`config.mk`:
```
export PLATFORM = sky130hd
export DESIGN_NAME = rr_merge_arb4
export DESIGN_NICKNAME = d
export VERILOG_FILES = /design/src/rtl/rr_merge_arb4.sv
export SDC_FILE = /design/constraint.sdc
export NUM_CORES = 1
export LEC_CHECK = 0
export CAP_MARGIN = 20
export CORE_MARGIN = 10
export CORE_UTILIZATION = 35
export CTS_CLUSTER_DIAMETER = 40
export DETAILED_ROUTE_END_ITERATION = 8
export PLACE_DENSITY = 0.68
export RECOVER_POWER = 25
export REMOVE_ABC_BUFFERS = 1
export SETUP_SLACK_MARGIN = 0.2
export SLEW_MARGIN = 20
export SYNTH_ARGS = -nofsm -noshare
export SYNTH_HDL_FRONTEND = slang
export SYNTH_SLANG_ARGS = --single-unit
export TNS_END_PERCENT = 50
```
`constraint.sdc`:
```
create_clock -name clk -period 2.2 [get_ports clk]
set_input_delay 0.44 -clock clk [delete_from_list [all_inputs] [get_ports clk]]
set_output_delay 0.44 -clock clk [all_outputs]
set_load 0.02 [all_outputs]
```
`src/rtl/rr_merge_arb4.sv`:
```
// rr_merge_arb4: four-way round-robin merge of level request/completion handshakes
// onto one downstream stage, holding the granted payload until the completion pulse.
module rr_merge_arb4 #(
    parameter int DATA_WIDTH = 32
) (
    input  logic                  clk,
    input  logic                  rstn,
    input  logic                  i_drive0,
    input  logic                  i_drive1,
    input  logic                  i_drive2,
    input  logic                  i_drive3,
    input  logic [DATA_WIDTH-1:0] i_data0,
    input  logic [DATA_WIDTH-1:0] i_data1,
    input  logic [DATA_WIDTH-1:0] i_data2,
    input  logic [DATA_WIDTH-1:0] i_data3,
    input  logic [3:0]            i_mask,
    output logic                  o_free0,
    output logic                  o_free1,
    output logic                  o_free2,
    output logic                  o_free3,
    output logic                  o_driveNext,
    output logic [DATA_WIDTH-1:0] o_data,
    input  logic                  i_freeNext,
    output logic [1:0]            o_grantId,
    output logic                  o_busy
);
    typedef enum logic [1:0] {IDLE, BUSY, RELEASE} state_t;
    state_t                r_state;
    logic [1:0]            r_ptr;
    logic [1:0]            r_grant;
    logic [DATA_WIDTH-1:0] r_data;
    logic [3:0]            r_free;
    logic                  r_drive;
    logic [3:0]            w_req;
    logic [3:0]            w_rot;
    logic [1:0]            w_off;
    logic [1:0]            w_win;
    logic [DATA_WIDTH-1:0] w_data;
    assign w_req = {i_drive3, i_drive2, i_drive1, i_drive0} & ~i_mask;
    // Rotate requests so bit 0 is the requester at ptr; 2-bit index sums wrap mod 4.
    for (genvar g = 0; g < 4; g++) begin : g_rot
        assign w_rot[g] = w_req[r_ptr + 2'(g)];
    end
    always_comb begin
        w_off  = w_rot[0] ? 2'd0 : w_rot[1] ? 2'd1 : w_rot[2] ? 2'd2 : 2'd3;
        w_win  = r_ptr + w_off;
        w_data = w_win == 2'd0 ? i_data0 : w_win == 2'd1 ? i_data1 :
                 w_win == 2'd2 ? i_data2 : i_data3;
    end
    always_ff @(posedge clk or negedge rstn) begin
        if (!rstn) begin
            r_state <= IDLE;
            r_ptr   <= '0;
            r_grant <= '0;
            r_data  <= '0;
            r_free  <= '0;
            r_drive <= 1'b0;
        end else begin
            case (r_state)
                IDLE: if (|w_req) begin
                    r_grant <= w_win;
                    r_data  <= w_data;
                    r_drive <= 1'b1;
                    r_state <= BUSY;
                end
                BUSY: if (i_freeNext) begin
                    r_ptr   <= r_grant + 2'd1;
                    r_free  <= 4'b0001 << r_grant;
                    r_drive <= 1'b0;
                    r_state <= RELEASE;
                end
                default: begin
                    r_free  <= '0;
                    r_state <= IDLE;
                end
            endcase
        end
    end
    assign o_free0     = r_free[0];
    assign o_free1     = r_free[1];
    assign o_free2     = r_free[2];
    assign o_free3     = r_free[3];
    assign o_driveNext = r_drive;
    assign o_data      = r_data;
    assign o_grantId   = r_grant;
    assign o_busy      = r_state != IDLE;
endmodule

```
# [Word-level counts from Yosys, hierarchy flattened]
# Index checks and enable logic that the tools add are counted.
[word_totals] regBits=43 latch_bits=0 mem_bits_rw=0 romBits=0 inputBits=139 output_inout_bits=40 wordCells=52 memories=0
[classes] addsub=4 multipliers=0 div=0 order_cmp=3 eq_ne=5 shifts=1 mux=20 n_bitwise=3 reduce_logical=10
[op_table] cell="32-bit two-way mux" count=3
[op_table] cell="2-bit by 3-bit < comparator with 1-bit output (second input constant)" count=3
[op_table] cell="2-bit two-way mux" count=4
[op_table] cell="4-bit one-hot mux with 2 select lines" count=1
[op_table] cell="2-bit AND reduction" count=4
[op_table] cell="1-bit binary-select mux with 2-bit select" count=3
[op_table] cell="1-bit two-way mux" count=6
[op_table] cell="2-bit by 1-bit adder with 2-bit output (second input constant)" count=2
[op_table] cell="4-bit bitwise AND" count=1
[op_table] cell="2-bit by 1-bit == test with 1-bit output (second input constant)" count=2
[op_table] cell="2-bit logical NOT" count=2
[op_table] cell="4-bit two-way mux" count=1
[op_table] cell="2-bit != test (second input constant)" count=2
[op_table] cell="4-bit NOT" count=1
[op_table] cell="2-bit one-hot mux with 2 select lines" count=1
[op_table] cell="2-bit nonzero test" count=2
[op_table] cell="4-bit OR reduction" count=1
[op_table] cell="1-bit by 2-bit left shift with 4-bit output (first input constant)" count=1
[op_table] cell="3-bit AND reduction" count=1
[op_table] cell="2-bit adder" count=1
[op_table] cell="2-bit adder (second input constant)" count=1
[op_table] cell="2-bit == test (second input constant)" count=1
[op_table] cell="1-bit one-hot mux with 2 select lines" count=1
[op_table] cell="1-bit NOT" count=1

# [Depth between registers and ports, before layout]
[depth] depth_word=12 depth_mapped=13 depth_no_buf=9

# [Least setup slack after synthesis]
# OpenSTA, ideal clock, no wires.
[synth_path] path_kind="input port to flip-flop" startpoint="input i_mask[3]" endpoint="register r_data[21] (netlist: o_data[21])" t_arrival_ns=2.389 required_time_ns=2.129 slack_ns=-0.260 path_stages=13 path_buffers=4 path_cell_list="nand2b_4 > buf_6 > nor3b_1 > o21ai_0 > o211ai_1 > ha_1 > clkbuf_1 > clkbuf_1 > clkbuf_1 > nand2_1 > nor4_1 > o31ai_1 > nand4_1"
[synth_between] elab_chain_cells=12
[synth_lines] element="start: declaration" line_no="16" source="input logic [3:0] i_mask,"
[synth_lines] element="4-bit NOT (*)" line_no="39" source="assign w_req = {i_drive3, i_drive2, i_drive1, i_drive0} & ~i_mask;"
[synth_lines] element="4-bit bitwise AND (*)" line_no="39"
[synth_lines] element="1-bit binary-select mux with 2-bit select" line_no="42" source="assign w_rot[g] = w_req[r_ptr + 2'(g)];"
[synth_lines] element="1-bit two-way mux (not written as such)" line_no="42"
[synth_lines] element="1-bit two-way mux" line_no="45" source="w_off = w_rot[0] ? 2'd0 : w_rot[1] ? 2'd1 : w_rot[2] ? 2'd2 : 2'd3;"
[synth_lines] element="2-bit two-way mux (2 in series)" line_no="45"
[synth_lines] element="2-bit adder" line_no="46" source="w_win = r_ptr + w_off;"
[synth_lines] element="2-bit == test" line_no="48" source="w_win == 2'd2 ? i_data2 : i_data3;"
[synth_lines] element="32-bit two-way mux" line_no="48"
[synth_lines] element="32-bit two-way mux (2 in series)" line_no="47" source="w_data = w_win == 2'd0 ? i_data0 : w_win == 2'd1 ? i_data1 :"
[synth_lines] element="end signal: assignment" line_no="62" source="r_data <= w_data;"
[synth_lines] element="end: declaration" line_no="31" source="logic [DATA_WIDTH-1:0] r_data;"
# Every way passes the cells marked *; elsewhere a longest branch is shown, timed or not. The select of a mux whose other input is x is not followed.
# A chain may end at the register's enable or synchronous reset.

# [Worst setup path after layout]
[layout_path] startpoint="register r_ptr[0]" endpoint="register r_data[2] (netlist: o_data[2])"
[layout_between] elab_chain_cells=11
[layout_lines] element="start: declaration" line_no="29" source="logic [1:0] r_ptr;"
[layout_lines] element="start signal: assignment" line_no="67" source="r_ptr <= r_grant + 2'd1;"
[layout_lines] element="2-bit adder" line_no="42"
[layout_lines] element="1-bit binary-select mux with 2-bit select" line_no="42"
[layout_lines] element="1-bit two-way mux (not written as such)" line_no="42"
[layout_lines] element="1-bit two-way mux" line_no="45"
[layout_lines] element="2-bit two-way mux (2 in series)" line_no="45"
[layout_lines] element="2-bit adder (*)" line_no="46"
[layout_lines] element="2-bit == test" line_no="48"
[layout_lines] element="32-bit two-way mux" line_no="48"
[layout_lines] element="32-bit two-way mux" line_no="47"
[layout_lines] element="32-bit two-way mux (*)" line_no="47"
# Marks and branches as above.

==> results.sh <==
export IMPL_drtIter0Drc=663
export IMPL_nFillCells=1024
export IMPL_worst_pin_slew_ps=1215
export IMPL_clk_pin_slew_ps=70
export IMPL_grt_overflow_total=0
export IMPL_yosysSeqAreaShare=0.2481
export IMPL_post_dp_cell_area_um2=6674
export IMPL_ctsHoldBuffers=0
export IMPL_numCtsBuffers=5
export IMPL_mostFrequentLayoutCells="168 x clkdlybuf4s50_1, 105 x nand2_1, 62 x nand2b_1, 56 x nor4_1, 42 x dfrtp_1"
export IMPL_slew_violations=0
export IMPL_reg2reg_depth=11
export IMPL_worst_clock_skew_ps=4.564
export IMPL_wl_per_cell_um=21.05
export IMPL_drc=0
export IMPL_worstPathMaxFanout=8
export IMPL_num_rows=40
export IMPL_arrival_ps=2510
export IMPL_antenna_found_initial=0
export IMPL_ys_warn_count=0
export IMPL_r2r_start="r_ptr[0]$_DFFE_PN0P_"
export IMPL_grt_util_all_layers=0.2185
export IMPL_crit_path_end="o_data[2]$_DFFE_PN0P_"
export IMPL_fin_setup_tns_ps=-1753
export IMPL_status="finished with violations"
export IMPL_grt_max_degree=36
export IMPL_core_area_um2=12060
export IMPL_synth_area_um2=4338
export IMPL_slew_headroom=0.1898
export IMPL_whs_ps=381.0
export IMPL_post_drt_via_cell_ratio=6.226
export IMPL_syn_mean_instance_area_um2=7.230
export IMPL_place_gp_congestion=0.8510
export IMPL_stdcell_count=953
export IMPL_setup_violations=32
export IMPL_synth_cell_types=34
export IMPL_grt_pass1_vias=5771
export IMPL_async_reset_ff_frac=1.000
export IMPL_totalWireLength_um=20060
export IMPL_final_common_cell="clkdlybuf4s50_1"
export IMPL_hp_class="in2async"
export IMPL_worstSetupStartpoint="r_ptr[0]$_DFFE_PN0P_"
export IMPL_min_period_over_period=1.040
export IMPL_max_cap_violations=0
export IMPL_nNetsFinal=928
export IMPL_ys_flop_type="dfrtp_1"
export IMPL_power_density_nw_per_um2=1403
export IMPL_area_growth_pct=74.30
export IMPL_final_hold_violation_count=0
export IMPL_grt_pass1_wl_um=31770
export IMPL_violations="setup timing"
export IMPL_clk_latency_ps=290
export IMPL_dieWidth_um=131.3
export IMPL_num_vias=5933
export IMPL_detail_route_antenna_nets=0
export IMPL_synthCells=600
export IMPL_leakage_uw=0.002886
export IMPL_worstPathRequired_ps=2420
export IMPL_root_buffer="clkbuf_16"
export IMPL_period_needed_ps=2288
export IMPL_post_route_util=0.6269
export IMPL_final_area_um2=7561
export IMPL_ir_drop_v=0.0008165
export IMPL_start_util=0.3596
export IMPL_synth_edf_count=0
export IMPL_layout_drive_gt1_share=0.1924
export IMPL_dp_hpwl_um=13330
export IMPL_worstSetupPathType="reg2reg"
export IMPL_num_antenna_cells=0
export IMPL_die_area_um2=17250
export IMPL_synth_seq_cells=43
export IMPL_cp_start_kind="flop"
export IMPL_reg2reg_slack_ps=-90
export IMPL_portBuffers=178
export IMPL_ios=179
export IMPL_rsz0062_at_grt="true"
export IMPL_h_tree_depth=2
export IMPL_cts_sinks=43
export IMPL_fp_dieH_um=131.3
export IMPL_dpl_cell_count=917
export IMPL_cts_tree="done"
export IMPL_timing_fmax_mhz=437.1
export IMPL_crit_path_end_kind="flop"
export IMPL_fin_ws_ps=-87.98
export IMPL_timing_rr_end="o_data[2]$_DFFE_PN0P_"
export IMPL_clock_tree_buffer_depth=2
export IMPL_drt_first_pass_iters=7
==> worst max-delay path, stage by stage (launching register included) <==
cell	delay, ps
dfrtp_1	430
and3_4	170
o21ai_2	130
o211ai_1	140
ha_4	220
buf_6	120
nor4_4	340
buf_6	210
buf_6	120
buf_16	120
o2111ai_2	100
nand4_1	110
==> cell type report <==
| cell class | instances | area [um^2] | share of cell area |
|---|---|---|---|
| clock buffer | 5 | 125.1 | 0.01655 |
| clock inverter | 3 | 25.02 | 0.003310 |
| inverter | 3 | 11.26 | 0.001489 |
| multi-input combinational | 473 | 3261 | 0.4312 |
| sequential | 43 | 1077 | 0.1425 |
| tap | 168 | 210.2 | 0.02780 |
| timing repair buffer | 258 | 2851 | 0.3771 |
==> sequential cells by signal, indices dropped and copies added (netlist names) <==
name / count
o_grantId: 2
r_ptr: 2
r_free: 4
r_state: 2
o_data: 32
o_driveNext: 1
==> through the flow <==
stage                     setup WS [ps]  power [uW]
after floorplan                   -4687        4729
after global placement           -575.9        7884
after detailed placement         -610.4        8121
after CTS                        -64.59       10220
after global routing             -230.7       11230
final                            -87.98       10610
==> logic make-up after synthesis <==
group,after synthesis,share of synthesized area
adders and majority gates,5,0.01442
buffers and inverters,84,0.08134
DFF,43,0.2481
AOI/OAI and AO/OA,116,0.2160
muxes,1,0.002596
and+or+nand+nor,351,0.4376
==> metal layers <==
| layer | global-route usage | up-vias | wire length, um |
|---|---|---|---|
| met5 | 0 | - | 0 |
| met1 | 0.2757 | 2851 | 8380 |
| met4 | 0.07417 | 0 | 544 |
| met2 | 0.3574 | 358 | 9610 |
| li1 | - | 2675 | - |
| met3 | 0.05107 | 49 | 1525 |
==> what timing repair did <==
item                       in CTS  in global routing
setup endpoints to repair      34                 33
gates cloned                    9                  2
pin swaps                      39                 25
setup buffers                  15                  2
resized for setup              74                 27
==> worst min path at each step <==
| stage | start | end | slack (ps) |
|---|---|---|---|
| 2_1_floorplan | rstn | o_data[0]$_DFFE_PN0P_ | 140 |
| 5_1_grt | rstn | r_free[3]$_DFFE_PN0P_ | 490 |
| 6_report | rstn | o_grantId[1]$_DFFE_PN0P_ | 380 |
| 3_5_place_dp | rstn | r_free[3]$_DFFE_PN0P_ | 460 |
| 4_1_cts | rstn | r_free[3]$_DFFE_PN0P_ | 150 |
| 3_3_place_gp | rstn | r_free[1]$_DFFE_PN0P_ | 450 |
==> where the power goes <==
group | total [uW] | internal, uW | switching (uW)
clock | 792 | 426 | 366
sequential | 1450 | 1190 | 261
combinational | 8370 | 4010 | 4360
==> synthesized netlist by cell type, types with 2 or more instances <==
master	n	area, um^2
nand2b_1	68	425.4
o2111ai_1	32	280.3
or3_1	32	200.2
nand2_1	105	394.1
buf_1	6	22.52
ha_1	5	62.56
nor4_1	65	406.6
inv_1	3	11.26
o31ai_1	32	240.2
buf_6	3	33.78
nand4_1	33	206.5
a32oi_1	33	289.0
o21ai_0	7	35.03
buf_2	9	45.04
nor3b_1	3	22.52
dfrtp_1	43	1076
clkbuf_1	62	232.7
nand3_1	36	180.2
nor2_1	2	7.510
nor2b_1	2	12.51
a21oi_1	5	25.02
o211ai_1	2	15.01
No activity file was read; power rests on OpenSTA's default activity.
